[src/rtl/text_console.sv]
// rtl/text_console.sv - character console writer: prints bytes into a cell VRAM with scroll and clear
module text_console #(
  parameter int COLS = 80,
  parameter int ROWS = 30
) (
  input  logic        clk,
  input  logic        rst_n,
  input  logic        in_valid,
  output logic        in_ready,
  input  logic [7:0]  in_data,
  input  logic [7:0]  in_style,
  output logic [15:0] vram_addr,
  output logic [15:0] vram_wdata,
  output logic        vram_we,
  output logic        vram_re,
  input  logic [15:0] vram_rdata,
  output logic [6:0]  cursor_x,
  output logic [4:0]  cursor_y,
  output logic        busy
);

  typedef enum logic [2:0] {IDLE, EXEC, SCROLL_RD, SCROLL_WR, BLANK, CLEAR} state_t;

  localparam logic [15:0] COLS_W      = 16'(COLS);
  localparam logic [15:0] COPY_LAST   = 16'((ROWS - 1) * COLS - 1);
  localparam logic [15:0] BLANK_FIRST = 16'((ROWS - 1) * COLS);
  localparam logic [15:0] CELL_LAST   = 16'(ROWS * COLS - 1);
  localparam logic [6:0]  X_LAST      = 7'(COLS - 1);
  localparam logic [4:0]  Y_LAST      = 5'(ROWS - 1);

  state_t      state;
  state_t      exec_next;
  logic [7:0]  char_q;
  logic [7:0]  style_q;
  logic [15:0] idx;
  logic [15:0] cell_addr;
  logic [6:0]  next_x;
  logic [4:0]  next_y;
  logic        advance;
  logic        is_print;
  logic        is_bs;

  assign is_print  = (char_q >= 8'h20) && (char_q != 8'h7F);
  assign is_bs     = (char_q == 8'h08) && (cursor_x != 7'd0);
  assign cell_addr = 16'(cursor_y) * COLS_W + 16'(cursor_x);
  assign in_ready  = (state == IDLE);
  assign busy      = ~in_ready;

  // Cursor motion and follow-on state for the latched byte, used on the EXEC edge.
  always_comb begin
    next_x    = cursor_x;
    next_y    = cursor_y;
    advance   = 1'b0;
    exec_next = IDLE;
    if (is_print) begin
      if (cursor_x == X_LAST) begin
        next_x  = 7'd0;
        advance = 1'b1;
      end else begin
        next_x = cursor_x + 7'd1;
      end
    end else begin
      case (char_q)
        8'h0A: begin
          next_x  = 7'd0;
          advance = 1'b1;
        end
        8'h0D: next_x = 7'd0;
        8'h08: if (cursor_x != 7'd0) next_x = cursor_x - 7'd1;
        8'h0C: begin
          next_x    = 7'd0;
          next_y    = 5'd0;
          exec_next = CLEAR;
        end
        default: ;
      endcase
    end
    if (advance) begin
      if (cursor_y == Y_LAST) exec_next = SCROLL_RD;
      else                    next_y    = cursor_y + 5'd1;
    end
  end

  // Strobes decode from state only, so an async reset drops them immediately.
  always_comb begin
    vram_we    = 1'b0;
    vram_re    = 1'b0;
    vram_addr  = 16'd0;
    vram_wdata = 16'd0;
    case (state)
      EXEC: begin
        if (is_print) begin
          vram_we    = 1'b1;
          vram_addr  = cell_addr;
          vram_wdata = {style_q, char_q};
        end else if (is_bs) begin
          vram_we    = 1'b1;
          vram_addr  = cell_addr - 16'd1;
          vram_wdata = {style_q, 8'h20};
        end
      end
      SCROLL_RD: begin
        vram_re   = 1'b1;
        vram_addr = idx + COLS_W;
      end
      SCROLL_WR: begin
        vram_we    = 1'b1;
        vram_addr  = idx;
        vram_wdata = vram_rdata;
      end
      BLANK, CLEAR: begin
        vram_we    = 1'b1;
        vram_addr  = idx;
        vram_wdata = {style_q, 8'h20};
      end
      default: ;
    endcase
  end

  always_ff @(posedge clk or negedge rst_n) begin
    if (!rst_n) begin
      state    <= IDLE;
      cursor_x <= 7'd0;
      cursor_y <= 5'd0;
      char_q   <= 8'd0;
      style_q  <= 8'd0;
      idx      <= 16'd0;
    end else begin
      case (state)
        IDLE: begin
          if (in_valid) begin
            char_q  <= in_data;
            style_q <= in_style;
            state   <= EXEC;
          end
        end
        EXEC: begin
          cursor_x <= next_x;
          cursor_y <= next_y;
          idx      <= 16'd0;
          state    <= exec_next;
        end
        SCROLL_RD: state <= SCROLL_WR;
        SCROLL_WR: begin
          if (idx == COPY_LAST) begin
            idx   <= BLANK_FIRST;
            state <= BLANK;
          end else begin
            idx   <= idx + 16'd1;
            state <= SCROLL_RD;
          end
        end
        BLANK, CLEAR: begin
          if (idx == CELL_LAST) state <= IDLE;
          else                  idx   <= idx + 16'd1;
        end
        default: state <= IDLE;
      endcase
    end
  end

endmodule

[config.mk]
export PLATFORM = sky130hd
export DESIGN_NAME = text_console
export DESIGN_NICKNAME = d
export VERILOG_FILES = /design/src/rtl/text_console.sv
export SDC_FILE = /design/constraint.sdc
export NUM_CORES = 1
export LEC_CHECK = 0
export CAP_MARGIN = 20
export CORE_MARGIN = 5
export CORE_UTILIZATION = 54
export CTS_BUF_LIST = sky130_fd_sc_hd__clkbuf_2
export DETAILED_ROUTE_END_ITERATION = 8
export GPL_TIMING_DRIVEN = 0
export PLACE_DENSITY = 0.89
export SLEW_MARGIN = 20
export SYNTH_ARGS = -nofsm -noshare
export SYNTH_HDL_FRONTEND = slang
export SYNTH_SLANG_ARGS = --single-unit
[constraint.sdc]
create_clock -name clk -period 6.3 [get_ports clk]
set_input_delay 1.89 -clock clk [delete_from_list [all_inputs] [get_ports clk]]
set_output_delay 1.89 -clock clk [all_outputs]
set_load 0.02 [all_outputs]
Yosys cells after proc, flatten, opt, wreduce, memory -nomap -nowiden
Cells that the tools add are included.
{"block": "totals", "output_inout_bits": 48, "ramBits": 0, "inputBits": 35, "rom_bits": 0, "regBits": 47, "mem_count": 0, "latchBits": 0}
{"block": "op_classes", "n_eq_ne": 18, "addsub": 7, "n_lt_le_gt_ge": 1, "div": 0, "n_reduce_logical": 13, "muxes": 32, "n_shift": 0, "n_mul": 1, "n_bitwise": 1}
{"op": "$pmux 16 s3", "count": 3}
{"op": "$mux 16", "count": 6}
{"op": "$eq 16x12->1 const B", "count": 2}
{"op": "$eq 8x4->1 const B", "count": 4}
{"op": "$mux 3", "count": 7}
{"op": "$mux 7", "count": 3}
{"op": "$mux 5", "count": 4}
{"op": "$add 16x1->16 const B", "count": 1}
{"op": "$add 16x7->16 const B", "count": 1}
{"op": "$pmux 3 s5", "count": 1}
{"op": "$pmux 7 s2", "count": 1}
{"op": "$sub 13x1->14 const B", "count": 1}
{"op": "$add 12x7->13", "count": 1}
{"op": "$ge 8x6->1 const B", "count": 1}
{"op": "$mul 5x3->8 const B", "count": 1}
{"op": "$ne 8x7->1 const B", "count": 1}
{"op": "$add 7x1->7 const B", "count": 1}
{"op": "$eq 7x7->1 const B", "count": 1}
{"op": "$reduce_bool 7->1", "count": 1}
{"op": "$sub 7x1->7 const B", "count": 1}
{"op": "$eq 3x2->1 const B", "count": 2}
{"op": "$eq 3x3->1 const B", "count": 2}
{"op": "$mux 1", "count": 6}
{"op": "$ne 2x2->1 const B", "count": 3}
{"op": "13 further kinds", "count": 18}

Logic depth before layout (Yosys ltp)
{"block": "logic_depth", "depth_word": 6, "mapped_depth": 9, "ltp_nobuf": 9}

Worst setup path before layout
Ideal clock, no wire load.
{"block": "synth_path", "path_type": "register to output", "start": "reg cursor_y[1]", "end": "out vram_addr[10]", "t_arrival_ns": 3.108, "stages_incl_launch_ff": 10, "setup_slack_ns": 1.302, "path_cell_list": "dfrtp_1 > ha_1 > ha_1 > fa_1 > xor2_1 > o2111ai_1 > or3_1 > a2111o_1 > xnor2_1 > o221ai_1"}
{"block": "synth_via", "elab_chain_cells": 6}
{"element": "start, declared", "line": "18", "text": "output logic [4:0] cursor_y,"}
{"element": "start signal, assigned", "line": "139", "text": "cursor_y <= next_y;"}
{"element": "$mul 5x3->8 (*)", "line": "45", "text": "assign cell_addr = 16'(cursor_y) * COLS_W + 16'(cursor_x);"}
{"element": "$add 12x7->13 (*)", "line": "45"}
{"element": "$sub 13x1->14", "line": "98", "text": "vram_addr = cell_addr - 16'd1;"}
{"element": "$mux 16", "line": "96", "text": "end else if (is_bs) begin"}
{"element": "$mux 16 (*)", "line": "92", "text": "if (is_print) begin"}
{"element": "$pmux 16 s3 (*)", "line": "90", "text": "case (state)"}
{"element": "end, declared", "line": "12", "text": "output logic [15:0] vram_addr,"}
Mark *: on every way between the ends. The rest lies on a longest branch, timed or not.

Worst setup path after layout
Ends and elaborated chain as after synthesis.

==> out/metrics.yaml <==
hold_slack_ps: 550.6
root_buffer: "clkbuf_2"
post_drt_wl_per_cell_um: 17.15
overflow: 0
cp-start-kind: "register"
drt-initial-drc-count: 265
yosysWarnings: 0
arrival_ps: 4180
postCtsSetupBuffers: 0
io_buffers: 82
cts.htree.levels: 2
synth_top_flop_cell: "dfrtp_1"
post-dp-hpwl_um: 8836
async_reset_ff_frac: 1.000
placedCellCount: 666
rows: 31
grt_usage: 0.2613
num_antenna_cells: 0
slew_headroom: 0.5730
syn_to_final_growth_pct: 26.54
cts_tree: "built"
fin_skew_ps: 40.26
gp_congestion: 0.9391
stdcell_count: 674
yosys-top-cells-count: "nand2_1 (51), dfrtp_1 (47), o21ai_0 (37)"
grt_antenna_before_repair: 0
fmax_ghz: 0.1648
grt_pass1_vias: 4030
period_minus_slack_ps: 6069
cp-end-kind: "output port"
wirelength_um: 11560
worstMarginPinSlew_ps: 639.1
grt_setup_unrepaired: "false"
power_per_cell_area_nw_per_um2: 357.1
synth_edf_count: 0
firstDrtPassIters: 5
cts_max_path_buffers: 2
synth-seq-cells: 47
dieWidth_um: 95.75
synth_area_leader_cell: "dfrtp_1"
ios: 83
yosysTopAreaCellShare: 0.2962
ys_types: 70
finalSetupViolCount: 0
tns_ps: 0
yosysSeqAreaShare: 0.2962
r2r_setup_slack_ps: 3710
grt_max_degree: 33
synthTopCellsByArea: "dfrtp_1 (30%), ha_1 (5.7%), nand2_1 (4.8%), o21ai_0 (4.7%), mux2_2 (4.3%)"
vias_per_cell: 6.135
drc: 0
holdPathStages: 1
status: "completed"
required_ps: 4410
clk_pin_slew_ps: 290
period_share: 0.9633
drv_cap: 0
grt_pass1_wl_um: 19260
synth_area_um2: 3970
hold_viol: 0
p_leak_nw: 1.989
synth.most_common_cell: "nand2_1"
vias: 4135
insertion_delay_ps: 480
worstHoldPathType: "reg -> reg"
ir_worst_vdd_mv: 0.2664
cp_max_fo: 7
coreArea_um2: 7214
nNetsFinal: 629
cts_buffers: 5
die_area_um2: 9167
clock_sinks: 47
rr_worst_depth: 8
criticalPathCategory: "reg -> out"
syn_nets: 539
synthCells: 484
drv_slew: 0
syn_avg_cell_area_um2: 8.203
drive_above_1_share: 0.07826
dieHeight_um: 95.75
initial_core_util: 0.5503
ant_nets: 0
-- state kept, by name, summed over array words and instances, names as in the netlist --
register  cells
state         3
cursor_x      7
style_q       8
char_q        8
cursor_y      5
idx          16
-- report_power, final --
part	switching (mW)	total [mW]	internal, mW
logic	0.662	1.14	0.478
clock network	0.113	0.182	0.0694
registers	0.0887	0.472	0.383
-- metrics by stage --
stage	setup slack [ps]	cell area, µm²	utilization	total power [mW]
after floorplan	1302	3970	-	1.177
after global placement	811.7	4915	0.6812	1.569
after detailed placement	758.5	4930	0.6833	1.603
after CTS	199.1	5002	0.6934	1.789
after global routing	6.106	5024	0.6963	1.914
final	231.0	5024	0.6963	1.794
-- placed cells by master, fill, tap and decap left out, types with 5 or more instances in the layout --
| master | synthesis | layout |
|---|---|---|
| inv_1 | 17 | 17 |
| a22o_1 | 12 | 12 |
| and3_1 | 9 | 9 |
| nor2_1 | 36 | 36 |
| nand4_1 | 8 | 8 |
| dfrtp_1 | 47 | 46 |
| xor2_1 | 7 | 6 |
| clkbuf_1 | 21 | 21 |
| nor2b_1 | 5 | 5 |
| a211oi_1 | 8 | 8 |
| ha_1 | 18 | 18 |
| clkdlybuf4s50_1 | 0 | 81 |
| nand2_1 | 51 | 51 |
| xnor2_1 | 17 | 17 |
| a21oi_1 | 28 | 28 |
| or3_1 | 12 | 12 |
| o21ai_0 | 37 | 37 |
| mux2_2 | 15 | 15 |
| nand2b_1 | 5 | 5 |
| nand3_1 | 23 | 23 |
| o221ai_1 | 6 | 6 |
| clkbuf_2 | 0 | 5 |
| o31ai_1 | 5 | 5 |
| nor3b_1 | 7 | 7 |
| buf_2 | 6 | 7 |
| nor3_1 | 11 | 11 |
-- area by class of cell --
type / instances / area [µm²]
Sequential cell: 47 / 1177
Fill cell: 595 / 2191
Timing Repair Buffer: 83 / 835.8
Inverter: 17 / 63.81
Multi-Input combinational cell: 391 / 2626
Clock inverter: 3 / 47.55
Buffer: 29 / 123.9
Tap cell: 99 / 123.9
Clock buffer: 5 / 25.02
-- worst max-delay path: stages, from the launching register on --
cell and delay [ps]:
dfrtp_2 520, ha_1 320, ha_1 220, fa_1 470, xor2_2 220, o2111ai_1 190, or3_1 390, a2111o_1 440
xnor2_1 150, o221ai_1 180, clkdlybuf4s50_1 630
-- per-layer routing --
metal / global-route usage / vias up / wire length (µm)
met4: 0.06161 / 0 / 144
met1: 0.3388 / 1965 / 4911
met2: 0.4424 / 183 / 5536
met3: 0.06020 / 19 / 969
met5: 0 / - / 0
li1: - / 1968 / -
-- logic make-up after synthesis --
group | after synthesis | synth area share
and+or+nand+nor | 188 | 0.2446
AOI/OAI and AO/OA | 141 | 0.2420
DFF | 47 | 0.2963
buffers and inverters | 46 | 0.04727
xor gates and xnor gates | 24 | 0.05295
adders and majority gates | 20 | 0.06682
muxes | 18 | 0.05011
-- final timing paths --
path,startpoint,endpoint
worst min register to register,style_q[2],style_q[2]
max in group asynchronous,rst_n,char_q[4]
worst max-delay path,cursor_y[1],vram_addr[10]
min in group asynchronous,rst_n,cursor_x[4]
worst min-delay path,style_q[2],style_q[2]
worst max register to register,cursor_x[0],cursor_x[2]
-- repair_timing --
| action | in CTS | in global routing |
|---|---|---|
| endpoints found under the setup margin | 0 | 5 |
| hold buffers | 0 | 0 |
| gates resized for setup | 0 | 4 |
| hold endpoints to repair | 0 | 0 |
(Power assumes the default switching activity.)
